### src/rtl/load_buffer_pkg.sv
// Shared definitions for the in-order load buffer: load type codes, ROB tag width
// and the dispatch FSM encoding.
package load_buffer_pkg;

  localparam int ROB_W  = 6;
  localparam int DATA_W = 32;

  typedef enum logic [2:0] {
    LD_LB  = 3'b000,
    LD_LH  = 3'b001,
    LD_LW  = 3'b010,
    LD_LBU = 3'b100,
    LD_LHU = 3'b101
  } load_type_e;

  typedef enum logic [1:0] {
    ST_IDLE = 2'd0,
    ST_FIRE = 2'd1,
    ST_GAP  = 2'd2
  } lb_state_e;

endpackage

### src/rtl/load_buffer_entry.sv
// One load-buffer slot: holds an issued load and snoops the CDB until its
// base operand arrives.
module load_buffer_entry #(
  parameter int ROB_W  = load_buffer_pkg::ROB_W,
  parameter int DATA_W = load_buffer_pkg::DATA_W
) (
  input  logic              clock,
  input  logic              reset,
  input  logic              flush_i,
  input  logic              wr_en_i,
  input  logic              clr_en_i,
  input  logic [2:0]        wr_type_i,
  input  logic              wr_base_rdy_i,
  input  logic [DATA_W-1:0] wr_base_val_i,
  input  logic [ROB_W-1:0]  wr_base_tag_i,
  input  logic [DATA_W-1:0] wr_offset_i,
  input  logic [ROB_W-1:0]  wr_rob_i,
  input  logic              cdb_enable_i,
  input  logic [ROB_W-1:0]  cdb_rob_i,
  input  logic [DATA_W-1:0] cdb_data_i,
  output logic              valid_o,
  output logic [2:0]        type_o,
  output logic              base_rdy_o,
  output logic [DATA_W-1:0] base_val_o,
  output logic [DATA_W-1:0] offset_o,
  output logic [ROB_W-1:0]  rob_o
);

  logic              valid_q;
  logic [2:0]        type_q;
  logic              base_rdy_q;
  logic [DATA_W-1:0] base_val_q;
  logic [ROB_W-1:0]  base_tag_q;
  logic [DATA_W-1:0] offset_q;
  logic [ROB_W-1:0]  rob_q;

  logic snoop_hit;
  logic wr_hit;

  assign snoop_hit = valid_q && !base_rdy_q && cdb_enable_i && (cdb_rob_i == base_tag_q);
  // A load whose producer broadcasts in the issue cycle is captured as already ready.
  assign wr_hit    = !wr_base_rdy_i && cdb_enable_i && (cdb_rob_i == wr_base_tag_i);

  // NOTE: sequential state uses non-blocking assignments so every register samples
  // pre-edge values regardless of block ordering.
  always_ff @(posedge clock) begin
    if (reset || flush_i) begin
      valid_q <= 1'b0;
    end else if (wr_en_i) begin
      valid_q <= 1'b1;
    end else if (clr_en_i) begin
      valid_q <= 1'b0;
    end
  end

  // NOTE: payload fields are deliberately not reset; valid_q alone qualifies them.
  always_ff @(posedge clock) begin
    if (wr_en_i) begin
      type_q     <= wr_type_i;
      base_rdy_q <= wr_base_rdy_i || wr_hit;
      base_val_q <= wr_hit ? cdb_data_i : wr_base_val_i;
      base_tag_q <= wr_base_tag_i;
      offset_q   <= wr_offset_i;
      rob_q      <= wr_rob_i;
    end else if (snoop_hit) begin
      base_rdy_q <= 1'b1;
      base_val_q <= cdb_data_i;
    end
  end

  assign valid_o    = valid_q;
  assign type_o     = type_q;
  assign base_rdy_o = base_rdy_q;
  assign base_val_o = base_val_q;
  assign offset_o   = offset_q;
  assign rob_o      = rob_q;

endmodule

### src/rtl/load_buffer.sv
// In-order load queue ahead of the load unit: tracks pending bases via CDB snoop and
// dispatches the head load as a single-cycle loadEnable pulse followed by a gap.
module load_buffer #(
  parameter int DEPTH  = 4,
  parameter int ROB_W  = load_buffer_pkg::ROB_W,
  parameter int DATA_W = load_buffer_pkg::DATA_W
) (
  input  logic                     clock,
  input  logic                     reset,
  input  logic                     issue_valid,
  output logic                     issue_ready,
  input  logic [2:0]               issue_type,
  input  logic                     issue_base_rdy,
  input  logic [DATA_W-1:0]        issue_base_val,
  input  logic [ROB_W-1:0]         issue_base_tag,
  input  logic [DATA_W-1:0]        issue_offset,
  input  logic [ROB_W-1:0]         issue_rob,
  input  logic                     cdb_enable,
  input  logic [ROB_W-1:0]         cdb_rob,
  input  logic [DATA_W-1:0]        cdb_data,
  input  logic                     flush,
  input  logic                     lu_busy,
  output logic                     lu_load_enable,
  output logic [2:0]               lu_load_type,
  output logic [DATA_W-1:0]        lu_addr,
  output logic [ROB_W-1:0]         lu_rob_num,
  output logic [$clog2(DEPTH):0]   count
);

  import load_buffer_pkg::*;

  localparam int PTR_W = $clog2(DEPTH);
  localparam int CNT_W = PTR_W + 1;

  logic [PTR_W-1:0]  head_q, tail_q;
  logic [CNT_W-1:0]  count_q;
  lb_state_e         state_q;
  logic              lu_en_q;
  logic [2:0]        lu_type_q;
  logic [DATA_W-1:0] lu_addr_q;
  logic [ROB_W-1:0]  lu_rob_q;

  logic [DEPTH-1:0]  e_valid;
  logic [DEPTH-1:0]  e_base_rdy;
  logic [2:0]        e_type     [DEPTH];
  logic [DATA_W-1:0] e_base_val [DEPTH];
  logic [DATA_W-1:0] e_offset   [DEPTH];
  logic [ROB_W-1:0]  e_rob      [DEPTH];

  logic enq;
  logic deq;

  // A slot freed by this cycle's dispatch is not offered to issue until next cycle.
  assign issue_ready = (count_q < CNT_W'(DEPTH));
  assign enq         = issue_valid && issue_ready;
  assign deq         = (state_q == ST_FIRE);

  for (genvar i = 0; i < DEPTH; i++) begin : g_entry
    load_buffer_entry #(
      .ROB_W (ROB_W),
      .DATA_W(DATA_W)
    ) u_entry (
      .clock        (clock),
      .reset        (reset),
      .flush_i      (flush),
      .wr_en_i      (enq && (tail_q == PTR_W'(i))),
      .clr_en_i     (deq && (head_q == PTR_W'(i))),
      .wr_type_i    (issue_type),
      .wr_base_rdy_i(issue_base_rdy),
      .wr_base_val_i(issue_base_val),
      .wr_base_tag_i(issue_base_tag),
      .wr_offset_i  (issue_offset),
      .wr_rob_i     (issue_rob),
      .cdb_enable_i (cdb_enable),
      .cdb_rob_i    (cdb_rob),
      .cdb_data_i   (cdb_data),
      .valid_o      (e_valid[i]),
      .type_o       (e_type[i]),
      .base_rdy_o   (e_base_rdy[i]),
      .base_val_o   (e_base_val[i]),
      .offset_o     (e_offset[i]),
      .rob_o        (e_rob[i])
    );
  end

  always_ff @(posedge clock) begin
    if (reset) begin
      head_q    <= '0;
      tail_q    <= '0;
      count_q   <= '0;
      state_q   <= ST_IDLE;
      lu_en_q   <= 1'b0;
      lu_type_q <= '0;
      lu_addr_q <= '0;
      lu_rob_q  <= '0;
    end else if (flush) begin
      // A pulse already on the wire this cycle stays; everything queued is dropped.
      head_q  <= '0;
      tail_q  <= '0;
      count_q <= '0;
      state_q <= ST_IDLE;
      lu_en_q <= 1'b0;
    end else begin
      if (enq) tail_q <= tail_q + PTR_W'(1);
      if (deq) head_q <= head_q + PTR_W'(1);
      if (enq && !deq)      count_q <= count_q + CNT_W'(1);
      else if (!enq && deq) count_q <= count_q - CNT_W'(1);

      lu_en_q <= 1'b0;
      unique case (state_q)
        ST_IDLE: begin
          if (e_valid[head_q] && e_base_rdy[head_q] && !lu_busy) begin
            state_q   <= ST_FIRE;
            lu_en_q   <= 1'b1;
            lu_type_q <= e_type[head_q];
            lu_addr_q <= e_base_val[head_q] + e_offset[head_q];
            lu_rob_q  <= e_rob[head_q];
          end
        end
        ST_FIRE: state_q <= ST_GAP;
        ST_GAP:  if (!lu_busy) state_q <= ST_IDLE;
        default: state_q <= ST_IDLE;
      endcase
    end
  end

  assign lu_load_enable = lu_en_q;
  assign lu_load_type   = lu_type_q;
  assign lu_addr        = lu_addr_q;
  assign lu_rob_num     = lu_rob_q;
  assign count          = count_q;

endmodule

### config.mk
export PLATFORM = sky130hd
export DESIGN_NAME = load_buffer
export DESIGN_NICKNAME = d
export VERILOG_FILES = /design/src/rtl/load_buffer_pkg.sv /design/src/rtl/load_buffer_entry.sv /design/src/rtl/load_buffer.sv
export SDC_FILE = /design/constraint.sdc
export NUM_CORES = 1
export LEC_CHECK = 0
export CAP_MARGIN = 20
export CELL_PAD_IN_SITES_DETAIL_PLACEMENT = 0
export CELL_PAD_IN_SITES_GLOBAL_PLACEMENT = 1
export CORE_ASPECT_RATIO = 1.25
export CORE_MARGIN = 5
export CORE_UTILIZATION = 50
export CTS_CLUSTER_DIAMETER = 80
export DETAILED_ROUTE_END_ITERATION = 12
export DONT_BUFFER_PORTS = 1
export PLACE_DENSITY = 0.84
export SLEW_MARGIN = 20
export SYNTH_ARGS = -nofsm -noshare
export SYNTH_HDL_FRONTEND = slang
export SYNTH_SLANG_ARGS = --single-unit
### constraint.sdc
create_clock -name clock -period 12.06 [get_ports clock]
set_input_delay 2.412 -clock clock [delete_from_list [all_inputs] [get_ports clock]]
set_output_delay 2.412 -clock clock [all_outputs]
set_load 0.005 [all_outputs]
==> results.py, run 1 <==
metrics = {
    "run_status": {
        "status": "complete, no violations",
    },
    "die": {
        "dieWidth_um": 174.7,
        "io_pins": 170,
        "core_region_area_um2": 33500,
        "core.rowCount": 75,
        "die_area_um2": 37690,
        "initial_utilization_pct": 50.58,
        "fp.dieH_um": 215.8,
    },
    "final_layout": {
        "multi_input_area_um2": 6028,
        "finish.instance_area_um2": 18720,
        "drive_gt1_share_pct": 27.17,
        "final_core_util_pct": 55.87,
        "final_cell_count_no_fill": 1542,
        "final_net_count": 1254,
        "fillers": 2611,
        "diodes": 0,
        "syn2layout_area_growth_pct": 10.45,
        "seq_area_um2": 10720,
    },
    "clocking": {
        "cts_hold_buf": 0,
        "clock_sinks": 375,
        "cts_buffer_depth": 3,
        "cts_resized": 0,
        "numCtsBuffers": 39,
        "tritoncts": "built",
        "clock_latency_ns": 0.55,
        "clock-root-buffer": "clkbuf_16",
        "htreeDepth": 2,
        "post_cts_buffers": 0,
        "clk_pin_slew_worst_paths_ns": 0.06,
    },
    "yosys": {
        "ys_warn_count": 0,
        "synth_area_um2": 16950,
        "mappedNetlistNets": 1249,
        "ys_types": 54,
        "ys_seq_area_share_pct": 63.21,
        "synth_flop_cell": "edfxtp_1",
        "ys_seq_elements": 375,
        "avgSynthCellArea_um2": 15.65,
        "synth-edff-count": 320,
        "synthArstFlopShare_pct": 0,
        "synth_top_cell_by_area": "edfxtp_1",
        "netlist_top_cells_area": "edfxtp_1, mux4_2, mux2_2",
        "synth_top_area_share_pct": 56.71,
        "netlist_instances": 1083,
    },
    "place": {
        "numPortBuffers": 0,
        "pre_cts_ws_ns": 7.125,
        "place.gp.congestion": 0.8164,
        "hpwl_um": 25230,
        "place_area_um2": 17460,
        "dp.cells": 1470,
    },
    "hold_path": {
        "hp-start": "lu_addr[23]",
        "hold_path_class": "reg2reg",
    },
    "route": {
        "vias": 9162,
        "avgViaCountPerCell": 5.942,
        "ant_nets": 0,
        "wl_um": 38520,
        "drcViolationCount": 0,
        "drt-wirelength-per-cell_um": 24.98,
        "drt_iter0_drc": 696,
        "firstDrtPassIters": 5,
    },
    "worst_setup_path": {
        "cp_max_fo": 39,
        "worstSetupStartpoint": "head_q[0]",
        "slowest_delay_ns": 0.81,
        "critical-path-slowest-cell": "dfxtp_4",
        "worstPathArrival_ns": 5.27,
        "path_cells": "buf_4, mux4_2, ha_1, fa_1, a211oi_2, o21ai_1, a221oi_2, nor4b_2, o41ai_2, o21ai_1, a21oi_1, xor2_1, a21oi_1",
        "setup.worst_path.start_class": "flip-flop",
        "criticalPathCategory": "reg2reg",
        "worst-endpoint-required_ns": 12.43,
        "critPathTopFamily": "compound AO/OA/AOI/OAI gates",
        "r2r-start": "head_q[0]",
        "end_kind": "flip-flop",
        "cp_num_buf_inv": 1,
    },
    "power_and_ir_drop": {
        "leakagePower_nw": 6.072,
        "clockPowerShare_pct": 40.6,
        "seq_power_share_pct": 50.6,
        "power_switching_uw": 634.2,
        "pwr-share-comb_pct": 8.9,
        "power_density_nw_per_um2": 154.3,
        "vdd.ir_drop.worst_mv": 0.1162,
        "p_sw_share_pct": 21.97,
        "p_int_mw": 2.253,
    },
    "sta": {
        "max_slew_margin_pct": 31.29,
        "tightest_slew_ns": 1.031,
        "finalSetupViolCount": 0,
        "worst_slack_ns": 7.163,
        "slew_viol_final": 0,
        "finalHoldViolCount": 0,
        "period_share_pct": 40.60,
        "timing.fmax_mhz": 204.2,
        "grt_setup_unrepaired": "no",
        "fin_worst_skew_ns": 0.03061,
        "min_period_ns": 4.897,
        "fin_setup_tns_ns": 0,
    },
    "global_routing": {
        "grt_pass1_wl_um": 58830,
        "antenna_found_initial": 0,
        "grt_pass1_vias": 9709,
        "grt_start_max_net_pins": 50,
        "grt_overflow": 0,
        "groute.usage.overall_pct": 20.41,
    },
    "job": {
        "cap_violations": 0,
    },
}
==> cell usage after synthesis (7+ instances only) <==
library cell  number
nand4_1           11
ha_1              40
a21oi_1           73
and3_1             7
inv_1             15
nor3_1             8
nand3_1           20
o21ai_0           12
edfxtp_1         320
nand2_1           89
nor2b_1            8
mux4_2            72
buf_2             20
xnor2_1           27
dfxtp_1           55
xor2_1            30
mux2_2           128
a21o_1            13
clkbuf_1          29
o21ai_1            7
nor2_1            30
==> cell families (layout without fill, tap and decap cells) <==
group	Yosys count	count (layout)	synth area share [%]
compound gates	140	140	5.198
buf+inv	68	104	1.661
xor+xnor	57	57	2.946
simple gates	200	200	5.663
mux	201	201	18.13
fa+ha+maj	42	42	3.190
flops	375	375	63.21
==> final cells by class <==
type / count / share of cell area [%]
clock buffer: 56 / 5.983
sequential: 375 / 57.27
tap: 423 / 2.828
timing repair buffer: 17 / 0.6819
multi-input combinational: 640 / 32.21
clock inverter: 16 / 0.7287
inverter: 15 / 0.3008
==> cells in the final DEF (no fill, tap or decap), types with 5 or more instances in the layout <==
cell type,n
edfxtp_1,320
mux2_2,128
nand2_1,89
a21oi_1,73
mux4_2,72
dfxtp_1,53
ha_1,40
clkbuf_16,39
xor2_1,30
xnor2_1,27
nor2_1,26
nand3_1,20
buf_4,17
a21o_1,13
o21ai_0,12
inv_1,11
nand4_1,11
clkbuf_1,9
nor3_1,8
clkbuf_8,8
nor2b_1,7
o21ai_1,7
and3_1,7
clkinv_1,6
o31ai_4,5
o21bai_1,5
==> state kept, by name, indices dropped and copies added (netlist names), 3 cells and up <==
| signal | flops |
|---|---|
| g_entry.u_entry.base_rdy_o | 4 |
| count | 3 |
| g_entry.u_entry.rob_o | 24 |
| lu_rob_num | 6 |
| g_entry.u_entry.base_val_o | 128 |
| g_entry.u_entry.offset_o | 128 |
| g_entry.u_entry.base_tag_q | 24 |
| lu_load_type | 3 |
| g_entry.u_entry.valid_o | 4 |
| lu_addr | 32 |
| g_entry.u_entry.type_o | 12 |
==> power groups by stage <==
stage	registers, mW	logic, mW	clock network (mW)
final	1.46	0.256	1.17
after global routing	1.46	0.281	1.25
after CTS	1.46	0.257	1.19
after detailed placement	1.49	0.255	0
after global placement	1.49	0.253	0
after floorplan	1.48	0.199	0
==> routing by layer <==
metal	wire, um	vias up	track usage [%]
met5	0	-	0
met4	823	0	5.554
met3	2956	43	6.423
met2	19750	246	35.07
met1	14990	4652	25.08
li1	-	4221	-
==> tightest hold or removal path: stages (launching register included) <==
cell and delay [ns]:
dfxtp_1 0.32, nand2_1 0.06, a21oi_1 0.05
==> worst paths after layout <==
kind	endpoint	slack, ns	cells past startpoint
setup reg to reg	lu_addr[26]	7.16	13
setup / recovery	lu_addr[26]	7.16	13
hold reg to reg	lu_addr[23]	0.47	2
hold / removal	lu_addr[23]	0.47	2
==> per-stage QoR <==
stage	hold slack [ns]	power [mW]
3_3_place_gp	0.4582	1.739
3_5_place_dp	0.4621	1.743
2_1_floorplan	0.4482	1.684
6_report	0.4659	2.887
5_1_grt	0.4842	2.994
4_1_cts	0.4710	2.912
No activity file was read; power rests on OpenSTA's default activity.
==> inputs of run 2 (changes only) <==
Clock period 12.06 ns to 5 ns, I/O delays scaled along.
==> run 2 against run 1 <==
- critical path type unchanged
- combinational power grew 140%
- wire length shrank 1.7%
- non-clock buffer count grew 1
- register-to-register slack lost 6.4 ns
- clock-buffer cell count is the same
- via count shrank 0.22%
- flip-flop and latch count is the same
- highest routed layer unchanged
- total power grew 140%
- clock skew shrank 0.0087 ns
- cell count shrank 0.26%
==> results.py, run 2 (same netlist as run 1, synthesis figures left out) <==
metrics = {
    "run_status": {
        "status": "complete, no violations",
    },
    "route": {
        "wl_um": 37860,
        "drt-wirelength-per-cell_um": 24.61,
        "firstDrtPassIters": 4,
        "ant_nets": 0,
        "drcViolationCount": 0,
        "drt_iter0_drc": 633,
        "vias": 9142,
        "avgViaCountPerCell": 5.944,
    },
    "sta": {
        "tightest_slew_ns": 1.001,
        "finalSetupViolCount": 0,
        "fin_setup_tns_ns": 0,
        "period_share_pct": 85.17,
        "min_period_ns": 4.258,
        "timing.fmax_mhz": 234.8,
        "holdWs_ns": 0.4638,
        "fin_worst_skew_ns": 0.02189,
        "slew_viol_final": 0,
        "finalHoldViolCount": 0,
        "grt_setup_unrepaired": "no",
        "max_slew_margin_pct": 33.29,
    },
    "final_layout": {
        "fillers": 2574,
        "seq_area_um2": 10720,
        "diodes": 0,
        "final_net_count": 1253,
        "multi_input_area_um2": 6028,
        "layout_common_cells": "edfxtp_1, mux2_2, nand2_1",
        "syn2layout_area_growth_pct": 10.18,
        "final_common_cell": "edfxtp_1",
        "drive_gt1_share_pct": 26.91,
    },
    "clocking": {
        "clock_sinks": 375,
        "post_cts_buffers": 0,
        "clock-root-buffer": "clkbuf_16",
        "clk_pin_slew_worst_paths_ns": 0.07,
        "cts_hold_buf": 0,
        "htreeDepth": 2,
        "cts_resized": 0,
        "clock_latency_ns": 0.53,
        "numCtsBuffers": 37,
        "cts_buffer_depth": 3,
        "tritoncts": "built",
    },
    "job": {
        "cap_violations": 0,
    },
    "hold_path": {
        "hold_path_class": "reg2reg",
        "hp-start": "lu_addr[12]",
        "hold_path_end": "lu_addr[12]",
        "worstHoldPathCells": 2,
    },
    "worst_setup_path": {
        "cp_max_fo": 28,
        "criticalPathCategory": "reg2reg",
        "reg2reg_slack_ns": 0.74,
        "setup.worst_path.start_class": "flip-flop",
        "r2r-end": "lu_addr[26]",
        "worst-endpoint-required_ns": 5.37,
        "reg2reg_depth": 12,
        "worstPathArrival_ns": 4.63,
        "r2r-start": "head_q[0]",
        "end_kind": "flip-flop",
    },
    "global_routing": {
        "grt_pass1_wl_um": 57770,
        "groute.usage.overall_pct": 20.08,
        "grt_pass1_vias": 9675,
        "antenna_found_initial": 0,
        "grt_overflow": 0,
        "grt_start_max_net_pins": 53,
    },
    "place": {
        "hpwl_um": 25740,
        "place.gp.congestion": 0.8486,
        "numPortBuffers": 0,
    },
    "die": {
        "initial_utilization_pct": 50.58,
        "core_region_area_um2": 33500,
        "core.rowCount": 75,
        "fp.dieH_um": 215.8,
        "io_pins": 170,
        "die_area_um2": 37690,
        "dieWidth_um": 174.7,
    },
    "power_and_ir_drop": {
        "vdd.ir_drop.worst_mv": 0.2803,
        "power_density_nw_per_um2": 368.0,
        "leakagePower_nw": 6.048,
    },
}
-- run 2: critical path, stage by stage (launching register included) --
cell	delay, ns
dfxtp_4	0.72
mux4_2	0.57
ha_1	0.24
fa_1	0.50
a211oi_2	0.31
o21ai_1	0.15
a221oi_2	0.45
nor4b_2	0.12
o41ai_2	0.44
o21ai_1	0.14
a21oi_1	0.19
xor2_1	0.16
a21oi_1	0.08
-- run 2: report_power, final --
| part | switching, mW | internal, mW | leakage [nW] | total, mW |
|---|---|---|---|---|
| registers | 0.0269 | 3.49 | 3.39 | 3.52 |
| logic | 0.342 | 0.277 | 2.08 | 0.619 |
| clock network | 1.13 | 1.61 | 0.584 | 2.73 |
-- run 2: layout make-up --
type / instances / share of cell area, %
Sequential cell: 375 / 57.41
Clock inverter: 11 / 0.5696
Timing Repair Buffer: 18 / 0.7908
Clock buffer: 56 / 5.810
Multi-Input combinational cell: 640 / 32.29
Inverter: 15 / 0.3016
Tap cell: 423 / 2.835
-- run 2: worst max-delay path by stage --
stage	cells past startpoint	start	to	slack, ns
2_1_floorplan	5	cdb_rob[2]	g_entry[0].u_entry.base_rdy_o	0.41
3_3_place_gp	12	head_q[0]	lu_addr[26]	0.73
3_5_place_dp	12	head_q[0]	lu_addr[26]	0.73
4_1_cts	12	head_q[0]	lu_addr[26]	0.70
5_1_grt	12	head_q[0]	lu_addr[28]	0.37
6_report	12	head_q[0]	lu_addr[26]	0.74
-- run 2: layer usage --
| metal | vias up | routed length, um | track usage [%] |
|---|---|---|---|
| li1 | 4211 | - | - |
| met2 | 298 | 19050 | 33.97 |
| met5 | - | 0 | 0 |
| met1 | 4564 | 14160 | 24.14 |
| met4 | 0 | 973 | 5.764 |
| met3 | 69 | 3671 | 7.648 |
-- run 2: stage by stage --
stage	cells	total power, mW	worst slack (ns)	instance area, um^2	utilization (%)
4_1_cts	1538	6.918	0.7021	18670	55.73
3_5_place_dp	1471	4.204	0.7306	17480	52.18
2_1_floorplan	1083	4.061	0.4078	16950	-
3_3_place_gp	1471	4.197	0.7257	17480	52.18
6_report	1538	6.871	0.7417	18670	55.73
5_1_grt	1538	7.113	0.3714	18670	55.73
